<file path="src/rtl/tff_ctrl_pkg.sv">
// Shared definitions for the T-FF bounded up-counter: state encoding and
// the supported bank width range.
package tff_ctrl_pkg;

    typedef enum logic [1:0] {
        ST_IDLE = 2'b00,
        ST_RUN  = 2'b01,
        ST_HOLD = 2'b10,
        ST_DONE = 2'b11
    } tff_state_e;

    localparam int unsigned WIDTH_MIN = 1;
    localparam int unsigned WIDTH_MAX = 16;

    function automatic bit width_legal(input int unsigned w);
        return (w >= WIDTH_MIN) && (w <= WIDTH_MAX);
    endfunction

endpackage

</file>
<file path="src/rtl/tff_cell.sv">
// Single toggle flip-flop storage cell with synchronous active-high clear.
module tff_cell (
    input  logic clk,
    input  logic clear,
    input  logic t,
    output logic q,
    output logic qbar
);

    always_ff @(posedge clk) begin
        if (clear) begin
            q <= 1'b0;
        end else if (t) begin
            q <= ~q;
        end
    end

    assign qbar = ~q;

endmodule

</file>
<file path="src/rtl/tff_counter_ctrl.sv">
// Sequences a bank of T-FF cells as a bounded synchronous up-counter with
// start/pause/stop control and a one-cycle done pulse.
module tff_counter_ctrl
    import tff_ctrl_pkg::*;
#(
    parameter int unsigned WIDTH = 4
) (
    input  logic             clk,
    input  logic             clear,
    input  logic             start,
    input  logic [WIDTH-1:0] limit,
    input  logic             pause,
    input  logic             stop,
    output logic [WIDTH-1:0] count,
    output logic             busy,
    output logic             done,
    output logic [1:0]       state
);

    if (!width_legal(WIDTH)) begin : g_bad_width
        $error("tff_counter_ctrl: WIDTH out of range");
    end

    tff_state_e       state_q;
    logic [WIDTH-1:0] limit_q;
    logic             done_q;
    logic             busy_q;

    logic             start_acc;
    logic             inc_en;
    logic             cell_clear;
    logic [WIDTH-1:0] toggle;
    logic [WIDTH-1:0] qbar;

    assign start_acc  = (state_q == ST_IDLE) && start;
    assign cell_clear = clear || start_acc;
    assign inc_en     = (state_q == ST_RUN) && !pause && !stop && (count != limit_q);

    // Ripple-carry toggle chain: cell i flips only when all lower cells are 1.
    always_comb begin
        toggle    = '0;
        toggle[0] = inc_en;
        for (int i = 1; i < int'(WIDTH); i++) begin
            toggle[i] = toggle[i-1] && !qbar[i-1];
        end
    end

    for (genvar i = 0; i < int'(WIDTH); i++) begin : g_cell
        tff_cell u_cell (
            .clk   (clk),
            .clear (cell_clear),
            .t     (toggle[i]),
            .q     (count[i]),
            .qbar  (qbar[i])
        );
    end

    // done and busy are registered from the next state so they line up with state_q.
    always_ff @(posedge clk) begin
        if (clear) begin
            state_q <= ST_IDLE;
            limit_q <= '0;
            done_q  <= 1'b0;
            busy_q  <= 1'b0;
        end else begin
            done_q <= 1'b0;
            busy_q <= 1'b0;
            unique case (state_q)
                ST_IDLE: begin
                    if (start) begin
                        limit_q <= limit;
                        state_q <= ST_RUN;
                        busy_q  <= 1'b1;
                    end
                end
                ST_RUN: begin
                    if (stop) begin
                        state_q <= ST_IDLE;
                    end else if (pause) begin
                        state_q <= ST_HOLD;
                        busy_q  <= 1'b1;
                    end else if (count == limit_q) begin
                        state_q <= ST_DONE;
                        done_q  <= 1'b1;
                    end else begin
                        busy_q  <= 1'b1;
                    end
                end
                ST_HOLD: begin
                    if (stop) begin
                        state_q <= ST_IDLE;
                    end else begin
                        if (!pause) begin
                            state_q <= ST_RUN;
                        end
                        busy_q <= 1'b1;
                    end
                end
                ST_DONE: begin
                    state_q <= ST_IDLE;
                end
                default: begin
                    state_q <= ST_IDLE;
                end
            endcase
        end
    end

    assign busy  = busy_q;
    assign done  = done_q;
    assign state = state_q;

endmodule

</file>
<file path="config.mk">
export PLATFORM = sky130hd
export DESIGN_NAME = tff_counter_ctrl
export DESIGN_NICKNAME = d
export VERILOG_FILES = /design/src/rtl/tff_ctrl_pkg.sv /design/src/rtl/tff_cell.sv /design/src/rtl/tff_counter_ctrl.sv
export SDC_FILE = /design/constraint.sdc
export NUM_CORES = 1
export LEC_CHECK = 0
export ABC_AREA = 1
export ABC_CLOCK_PERIOD_IN_PS = 2000
export CAP_MARGIN = 5
export CORE_MARGIN = 3
export CORE_UTILIZATION = 45
export DETAILED_ROUTE_END_ITERATION = 16
export PLACE_DENSITY = 0.75
export SLEW_MARGIN = 0
export SYNTH_ARGS = -nofsm -noshare
export SYNTH_HDL_FRONTEND = slang
export SYNTH_SLANG_ARGS = --single-unit
</file>
<file path="constraint.sdc">
create_clock -name clk -period 2 [get_ports clk]
set_input_delay 0.6 -clock clk [delete_from_list [all_inputs] [get_ports clk]]
set_output_delay 0.6 -clock clk [all_outputs]
set_load 0.005 [all_outputs]
</file>
==> results of run 1 <==
-- through the flow --
| stage | util (%) | cells | cell area, sq um |
|---|---|---|---|
| after floorplan | - | 90 | 649 |
| after global placement | 60.4 | 118 | 806 |
| after detailed placement | 60.4 | 118 | 806 |
| after CTS | 62.1 | 121 | 828 |
| after global routing | 62.1 | 121 | 828 |
| final | 62.1 | 121 | 828 |
-- state kept, by name, indices dropped and copies added (netlist names) --
name             count
g_cell.u_cell.q      4
limit_q              4
state                2
busy                 1
done                 1
-- final cells by class --
cell class | instances | area, sq um
Timing Repair Buffer | 17 | 168
Tap cell | 15 | 18.8
Sequential cell | 12 | 240
Clock buffer | 3 | 22.5
Inverter | 18 | 67.6
Fill cell | 126 | 505
Multi-Input combinational cell | 56 | 312
-- synthesized netlist by cell type (all sizes together) --
cell type and instances:
nand2 22, inv 18, dfxtp 12, nor2 12, a21oi 7, o21ai 5, buf 4, nand3 2
nor3 2, a31oi 1, nand4 1, nor3b 1, nor4 1, o2111ai 1, o31ai 1
-- worst paths after layout --
check / slack [ns] / startpoint / cells after the start / endpoint
max: 0.15 / g_cell[0].u_cell.q / 1 / count[0]
max reg2reg: 0.76 / g_cell[0].u_cell.q / 8 / g_cell[2].u_cell.q
min: 0.47 / limit_q[1] / 2 / limit_q[1]
min reg2reg: 0.47 / limit_q[1] / 2 / limit_q[1]
-- power groups by stage --
stage / Clock (W) / Sequential, W / Combinational, W
after floorplan: 0 / 0.000267 / 0.0000755
after CTS: 0.000151 / 0.000262 / 0.000121
after global placement: 0 / 0.000267 / 0.000120
after detailed placement: 0 / 0.000268 / 0.000120
after global routing: 0.000160 / 0.000264 / 0.000135
final: 0.000142 / 0.000262 / 0.000120
-- kinds of logic (layout without fill, tap and decap cells) --
family,Yosys count,after routing,share of synthesized area [%]
buffers and inverters,22,38,15.0
AOI/OAI and AO/OA,15,15,14.3
DFF,12,12,37.0
and+or+nand+nor,41,41,33.7
-- per-layer routing --
metal  vias to the layer above  share of wire (%)  global-route usage, %
li1                        311                  -                      -
met1                       240                 48                   19.3
met2                        14                 43                   18.9
met3                         2                6.7                   7.47
met4                         0                1.6                   7.23
met5                         -                  0                      0
==> impl_metrics.csv, run 1 <==
group,metric,value,unit
grt,grt_first_pass_wirelength,2.02,mm
final_layout,final_common_cell,"sky130_fd_sc_hd__nand2_1",
grt,antenna_found_initial,0,
route,drt_wl_cell,9.84,microns
sta,final.setup.tns,0,ns
clock_tree,cts-hold-fix-buffers,0,
placement,dpl_worst_slack,0.0930,ns
route,detail_route.drc_violations,0,
final_layout,layout.cells.most_common_list,"sky130_fd_sc_hd__nand2_1, sky130_fd_sc_hd__clkdlybuf4s50_1, sky130_fd_sc_hd__inv_1, sky130_fd_sc_hd__dfxtp_1, sky130_fd_sc_hd__nor2_1",
floorplan,core_area,0.00133,sq mm
clock_tree,cts.repair.resized,0,
setup_path,critical_path_top_delay_cell,"sky130_fd_sc_hd__clkdlybuf4s50_1",
clock_tree,clockBufferDepth,2,
final_layout,fin_nets,117,
outcome,status,"complete, no violations",
route,detailedRoute.firstPassIterationCount,4,
clock_tree,total_clock_sinks,12,
route,vias,567,
route,number_of_vias_per_cell,4.69,
power_and_ir_drop,share_clk_of_total_power,27.1,%
setup_path,path_cells,"clkdlybuf4s50_1",
grt,grt_pass1_vias,483,
clock_tree,tritoncts,"built",
clock_tree,cts_made_buffers,3,
clock_tree,cts_setup_buffers,0,
floorplan,num_rows,13,
final_layout,share_of_final_layout_standard_cells_stronger_than_drive_strength_1,19.8,%
sta,post-route-min-period,1.85,ns
final_layout,antenna_cells_inserted,0,
floorplan,dieArea,0.00193,sq mm
power_and_ir_drop,ir_drop,0.412,mV
floorplan,die_w,44.0,microns
setup_path,slowest_delay,0.54,ns
clock_tree,cts.htree.levels,1,
sta,tightest_slew,0.263,ns
sta,timing.final.max_slew_violations,0,
synthesis,post_synth.cell_area_avg,7.22,sq um
power_and_ir_drop,power_density,633,mW/mm^2
setup_path,worst_ep_arrival_time,1.25,ns
setup_path,crit_type,"reg -> out",
clock_tree,cts_root_buf,"sky130_fd_sc_hd__clkbuf_4",
synthesis,synthesis.instances,90,
clock_tree,cts.clk_slew.worst_paths,0.07,ns
floorplan,io_pins,17,
power_and_ir_drop,total_power,0.000524,W
placement,port_buffers,16,
setup_path,timing.critical_path.buf_inv,1,
grt,grt_max_degree,7,
setup_path,worst_ep_required_time,1.40,ns
sta,fin_crit_sh,92.3,%
route,detail-route-antenna-nets,0,
setup_path,crit_path_max_fanout,5,
sta,setup_repair_after_global_routing_missed_its_margin,"false",
power_and_ir_drop,internal_power,0.000379,W
sta,relSlewSlack,82.3,%
synthesis,synth.ff_latch_count,12,
sta,final_hold_viol_count,0,
synthesis,synth_largest_area_cell,"sky130_fd_sc_hd__dfxtp_1",
floorplan,die_y,44.0,microns
worst_hold_path,hold_removal_path_class,"reg -> reg",
grt,grt_usage,14.5,%
clock_tree,insertion_delay,0.27,ns
final_layout,syn2layout_area_growth,27.6,%
synthesis,yosysSeqAreaShare,37.0,%
route,drt_first_iter_violations,6,
grt,gr-total-overflow,0,
synthesis,synth_nets,99,
placement,gp_congestion,0.820,
floorplan,floorplan.initialDensity,48.7,%
sta,max_freq,0.542,GHz
synthesis,synth_top_cells_by_area,"sky130_fd_sc_hd__dfxtp_1, sky130_fd_sc_hd__nand2_1, sky130_fd_sc_hd__inv_1",
synthesis,yosysWarnings,0,
power_and_ir_drop,sw_frac_of_total,27.6,%
setup_path,start_kind,"flip-flop",
flow_run,maxCapViolations,0,
sta,setup_viol,0,
sta,post-route-worst-setup-slack,0.154,ns
power_and_ir_drop,power_leakage,0.351,nW
power_and_ir_drop,combinationalPowerShare,22.8,%
synthesis,post_synth_instance_area,649,sq um
power_and_ir_drop,power.share.sequential,50.1,%
sta,worst_hold_margin,0.467,ns
power_and_ir_drop,total_switching_power,0.000145,W
synthesis,yosysTopAreaCellShare,37.0,%
setup_path,critical-path-top-delay-family,"buffers and inverters",
route,routed_wire_length,1.19,mm
sta,fin_worst_skew,0.00110,ns
setup_path,worstSetupEndpointType,"output pin",
placement,estimated_wirelength_of_the_detail_placed_design,962,microns
synthesis,ys_types,21,
No activity file was read; power rests on OpenSTA's default activity.
==> run 2, diff against run 1 <==
--- a/config.mk
+++ b/config.mk
@@ -9,9 +9,9 @@
 export ABC_CLOCK_PERIOD_IN_PS = 2000
 export CAP_MARGIN = 5
 export CORE_MARGIN = 3
-export CORE_UTILIZATION = 45
+export CORE_UTILIZATION = 44
 export DETAILED_ROUTE_END_ITERATION = 16
-export PLACE_DENSITY = 0.75
+export PLACE_DENSITY = 0.73
 export SLEW_MARGIN = 0
 export SYNTH_ARGS = -nofsm -noshare
 export SYNTH_HDL_FRONTEND = slang
==> run 2 against run 1 <==
Critical path depth stayed put. Final area stayed put. Worst setup slack gained 0.00076 ns. Wire length grew 0.76%. Sequential power about the same. Largest power group unchanged.
==> impl_metrics.csv, run 2 (synthesis gave the netlist of run 1 again) <==
group,metric,value,unit
outcome,status,"complete, no violations",
sta,setup_repair_after_global_routing_missed_its_margin,"false",
final_layout,final_cell_area,828,sq um
setup_path,worst_ep_required_time,1.40,ns
clock_tree,cts.htree.levels,1,
grt,antenna_found_initial,0,
route,detailroute.wirelength.met2,533,microns
sta,setup_viol,0,
final_layout,share_of_final_layout_standard_cells_stronger_than_drive_strength_1,19.8,%
route,routed_wire_length,1.20,mm
floorplan,dieArea,0.00197,sq mm
clock_tree,cts_made_buffers,3,
setup_path,slowest_delay,0.54,ns
route,top_routing_layer_used,"met4",
placement,gp_congestion,0.806,
grt,grt_max_degree,7,
sta,fin_worst_skew,0.00470,ns
flow_run,maxCapViolations,0,
sta,relSlewSlack,83.0,%
floorplan,core_area,0.00135,sq mm
sta,final_hold_viol_count,0,
sta,timing.final.max_slew_violations,0,
power_and_ir_drop,power_leakage,0.351,nW
setup_path,start_kind,"flip-flop",
route,detail_route.drc_violations,0,
final_layout,postLayoutCoreUtil,61.4,%
setup_path,path_cells,"clkdlybuf4s50_1",
clock_tree,total_clock_sinks,12,
setup_path,critical-path-top-delay-family,"buffers and inverters",
power_and_ir_drop,share_clk_of_total_power,27.4,%
sta,fin_crit_sh,92.3,%
setup_path,timing.critical_path.buf_inv,1,
route,number_of_vias_per_cell,4.66,
placement,dpl_worst_slack,0.117,ns
setup_path,worst_ep_arrival_time,1.25,ns
route,detailedRoute.firstPassIterationCount,4,
clock_tree,cts-hold-fix-buffers,0,
power_and_ir_drop,combinationalPowerShare,22.7,%
floorplan,die_w,44.4,microns
setup_path,critical_path_top_delay_cell,"sky130_fd_sc_hd__clkdlybuf4s50_1",
route,detail-route-antenna-nets,0,
power_and_ir_drop,power.share.sequential,49.9,%
route,vias,564,
grt,grt_pass1_vias,510,
power_and_ir_drop,power_density,635,mW/mm^2
sta,post-route-worst-setup-slack,0.155,ns
power_and_ir_drop,ir_drop,0.313,mV
clock_tree,cts_setup_buffers,0,
clock_tree,insertion_delay,0.27,ns
placement,port_buffers,16,
clock_tree,tritoncts,"built",
sta,tightest_slew,0.253,ns
route,route.layer.met1.wl,574,microns
floorplan,die_y,44.4,microns
grt,gr-total-overflow,0,
sta,final.setup.tns,0,ns
final_layout,syn2layout_area_growth,27.6,%
final_layout,antenna_cells_inserted,0,
route,drt_wl_cell,9.92,microns
power_and_ir_drop,sw_frac_of_total,27.9,%
floorplan,io_pins,17,
placement,area_post_placement,806,sq um
clock_tree,cts.repair.resized,0,
clock_tree,cts_root_buf,"sky130_fd_sc_hd__clkbuf_4",
final_layout,layout.cells.most_common_list,"sky130_fd_sc_hd__nand2_1, sky130_fd_sc_hd__clkdlybuf4s50_1, sky130_fd_sc_hd__inv_1, sky130_fd_sc_hd__dfxtp_1, sky130_fd_sc_hd__nor2_1",
floorplan,num_rows,13,
setup_path,regToRegSetupSlack,0.74,ns
final_layout,fin_nets,117,
grt,grt_usage,14.5,%
route,drt_first_iter_violations,12,
final_layout,final_common_cell,"sky130_fd_sc_hd__nand2_1",
power_and_ir_drop,total_switching_power,0.000147,W
setup_path,crit_path_max_fanout,5,
clock_tree,clockBufferDepth,2,
floorplan,floorplan.initialDensity,48.1,%
clock_tree,cts.clk_slew.worst_paths,0.07,ns
route,met3WireLength,81,microns
grt,grt_first_pass_wirelength,2.08,mm
setup_path,crit_type,"reg -> out",
sta,post-route-min-period,1.85,ns
sta,max_freq,0.542,GHz
setup_path,worstSetupEndpointType,"output pin",
placement,estimated_wirelength_of_the_detail_placed_design,987,microns
power_and_ir_drop,internal_power,0.000379,W
sta,worst_hold_margin,0.469,ns
worst_hold_path,hold_removal_path_class,"reg -> reg",
-- run 2: path summary, 6_finish.rpt --
path,endpoint,startpoint,cells past startpoint
min reg2reg,limit_q[0],limit_q[0],2
min,limit_q[0],limit_q[0],2
max reg2reg,g_cell[2].u_cell.q,g_cell[0].u_cell.q,8
max,count[0],g_cell[0].u_cell.q,1
-- run 2: final cells by class --
cell class / instances / area (sq um)
fillers: 126 / 522
multi-input cells: 56 / 312
flip-flops and latches: 12 / 240
repair buffers: 17 / 168
inverters: 18 / 67.6
clock buffers: 3 / 22.5
well taps: 15 / 18.8
-- run 2: worst register-to-register path, delay by kind of cell, from the launching register on --
kind	cells	cell delay, ns
DFF	1	0.44
and+or+nand+nor	7	0.68
buffers and inverters	1	0.06
-- run 2: metrics by stage --
stage	total power, W	instances
after floorplan	0.000343	90
after global placement	0.000388	118
after detailed placement	0.000388	118
after CTS	0.000535	121
after global routing	0.000558	121
final	0.000526	121
-- run 2: routing by layer --
layer | vias up | global-route usage [%]
li1 | 309 | -
met3 | 2 | 6.10
met5 | - | 0
met4 | 0 | 5.42
met1 | 239 | 19.3
met2 | 14 | 20.6
-- run 2: power groups by stage --
stage | sequential [W] | combinational, W | clock (W)
floorplan | 0.000267 | 0.0000755 | 0
global placement | 0.000267 | 0.000120 | 0
detailed placement | 0.000268 | 0.000120 | 0
CTS | 0.000262 | 0.000120 | 0.000152
global route | 0.000265 | 0.000134 | 0.000159
finish | 0.000262 | 0.000119 | 0.000144
==> run 3, diff against run 2 <==
--- a/config.mk
+++ b/config.mk
@@ -7,11 +7,11 @@
 export LEC_CHECK = 0
 export ABC_AREA = 1
 export ABC_CLOCK_PERIOD_IN_PS = 2000
-export CAP_MARGIN = 5
+export CAP_MARGIN = 20
 export CORE_MARGIN = 3
-export CORE_UTILIZATION = 44
+export CORE_UTILIZATION = 49
 export DETAILED_ROUTE_END_ITERATION = 16
-export PLACE_DENSITY = 0.73
+export PLACE_DENSITY = 0.8
 export SLEW_MARGIN = 0
 export SYNTH_ARGS = -nofsm -noshare
 export SYNTH_HDL_FRONTEND = slang
==> run 3 against run 2 <==
Power shrank 0.25%. Highest routed layer unchanged. Sequential power is essentially flat. Critical path type unchanged. Non-clock buffer count is the same.
==> impl_metrics.csv, run 3 (synthesis gave the netlist of run 1 again) <==
group,metric,value,unit
route,detail-route-antenna-nets,0,
floorplan,core_area,0.00117,sq mm
worst_hold_path,hold-path-cell-count,2,
setup_path,path_cells,"clkdlybuf4s50_1",
floorplan,floorplan.initialDensity,55.4,%
floorplan,die_y,42.4,microns
clock_tree,insertion_delay,0.27,ns
outcome,status,"complete, no violations",
final_layout,fill_cells,97,
setup_path,slowest_delay,0.55,ns
power_and_ir_drop,total_power,0.000524,W
sta,tightest_slew,0.246,ns
sta,final.setup.tns,0,ns
setup_path,start_kind,"flip-flop",
route,number_of_vias_per_cell,4.85,
power_and_ir_drop,ir_drop,0.453,mV
grt,grt_pass1_vias,508,
final_layout,antenna_cells_inserted,0,
route,vias,582,
power_and_ir_drop,power_leakage,0.351,nW
setup_path,critical-path-top-delay-family,"buffers and inverters",
sta,fin_crit_sh,92.5,%
clock_tree,tritoncts,"built",
sta,timing.final.max_slew_violations,0,
placement,port_buffers,16,
flow_run,maxCapViolations,0,
final_layout,share_of_final_layout_standard_cells_stronger_than_drive_strength_1,19.8,%
setup_path,critical_path_top_delay_cell,"sky130_fd_sc_hd__clkdlybuf4s50_1",
clock_tree,cts.repair.resized,0,
worst_hold_path,hp-start,"limit_q[0]",
clock_tree,cts_root_buf,"sky130_fd_sc_hd__clkbuf_4",
route,drt_first_iter_violations,13,
sta,relSlewSlack,83.4,%
placement,gp_congestion,0.814,
clock_tree,cts-hold-fix-buffers,0,
setup_path,worst_ep_arrival_time,1.25,ns
sta,post-route-min-period,1.85,ns
setup_path,destination_of_the_worst_register_to_register_timing_path,"g_cell[2].u_cell.q",
clock_tree,cts.clk_slew.worst_paths,0.06,ns
setup_path,worstSetupEndpointType,"output pin",
sta,setup_viol,0,
setup_path,crit_type,"reg -> out",
setup_path,crit_path_max_fanout,5,
floorplan,die_w,42.4,microns
route,drt_wl_cell,10.5,microns
worst_hold_path,hold_removal_path_class,"reg -> reg",
clock_tree,total_clock_sinks,12,
grt,gr-total-overflow,0,
final_layout,fin_nets,117,
sta,max_freq,0.541,GHz
setup_path,worst_ep_required_time,1.40,ns
route,detailedRoute.firstPassIterationCount,5,
sta,setup_repair_after_global_routing_missed_its_margin,"false",
setup_path,worst_r2r_startpoint,"g_cell[3].u_cell.q",
sta,fin_worst_skew,0.00385,ns
grt,grt_max_degree,7,
grt,antenna_found_initial,0,
route,detail_route.drc_violations,0,
setup_path,regToRegSetupSlack,0.76,ns
clock_tree,cts_made_buffers,3,
final_layout,final_common_cell,"sky130_fd_sc_hd__nand2_1",
power_and_ir_drop,power_density,634,mW/mm^2
setup_path,timing.critical_path.buf_inv,1,
clock_tree,cts_setup_buffers,0,
worst_hold_path,worst_hold_path.endpoint,"limit_q[0]",
clock_tree,cts.htree.levels,1,
grt,grt_usage,16.0,%
grt,grt_first_pass_wirelength,2.13,mm
floorplan,io_pins,17,
placement,estimated_wirelength_of_the_detail_placed_design,1.02,mm
floorplan,dieArea,0.00180,sq mm
floorplan,num_rows,12,
setup_path,reg2regPathDepth,8,
clock_tree,clockBufferDepth,2,
final_layout,syn2layout_area_growth,27.4,%
final_layout,layout.cells.most_common_list,"sky130_fd_sc_hd__nand2_1, sky130_fd_sc_hd__clkdlybuf4s50_1, sky130_fd_sc_hd__inv_1, sky130_fd_sc_hd__dfxtp_1, sky130_fd_sc_hd__nor2_1",
route,routed_wire_length,1.26,mm
sta,final_hold_viol_count,0,
==> run 3: cell type report <==
class | count | area [sq um] | area share [%]
clock buffer | 3 | 22.5 | 2.72
sequential | 12 | 240 | 29.0
tap | 14 | 17.5 | 2.12
inverter | 18 | 67.6 | 8.17
timing repair buffer | 17 | 168 | 20.3
multi-input combinational | 56 | 312 | 37.7
==> run 3: worst register-to-register path, cell delays in order, from the launching register on <==
cell and delay [ns]:
sky130_fd_sc_hd__dfxtp_1 0.42, sky130_fd_sc_hd__inv_1 0.07, sky130_fd_sc_hd__nand2_1 0.07, sky130_fd_sc_hd__nand2_1 0.06, sky130_fd_sc_hd__nor2_2 0.13, sky130_fd_sc_hd__nand2_4 0.09, sky130_fd_sc_hd__nand4_2 0.10, sky130_fd_sc_hd__nand2_1 0.06
sky130_fd_sc_hd__nor3b_2 0.14
==> run 3: worst max path at each step <==
stage | startpoint | slack [ns] | depth (start not counted) | end
after detailed placement | stop | 0.1 | 7 | state[1]
after global routing | g_cell[0].u_cell.q | 0.07 | 1 | count[0]
after CTS | g_cell[0].u_cell.q | 0.14 | 1 | count[0]
after global placement | stop | 0.10 | 7 | state[1]
after floorplan | pause | 0.67 | 7 | g_cell[3].u_cell.q
final | g_cell[0].u_cell.q | 0.15 | 1 | count[0]
==> run 3: metrics by stage <==
step                area, sq um  hold slack, ns  util, %  setup slack, ns  std cells
floorplan                   649           0.443        -            0.673         90
global placement            805           0.456     68.7            0.101        117
detailed placement          805           0.462     68.7           0.0982        117
CTS                         827           0.473     70.6            0.139        120
global route                827           0.515     70.6           0.0704        120
finish                      827           0.470     70.6            0.150        120
==> run 3: metal layers <==
metal  vias to the layer above  global-route usage (%)  routed length (microns)
met4                         0                    5.59                       14
met3                         2                    8.58                       81
li1                        316                       -                        -
met2                        15                    23.7                      572
met1                       249                    19.5                      586
met5                         -                       0                        0
==> run 3: power by group <==
| group | switching (W) | leakage (nW) | total (W) | internal, W |
|---|---|---|---|---|
| clock | 0.0000713 | 0.0138 | 0.000141 | 0.0000697 |
| sequential | 0.00000829 | 0.0982 | 0.000262 | 0.000254 |
| combinational | 0.0000655 | 0.239 | 0.000121 | 0.0000560 |
| total | 0.000145 | 0.351 | 0.000524 | 0.000379 |
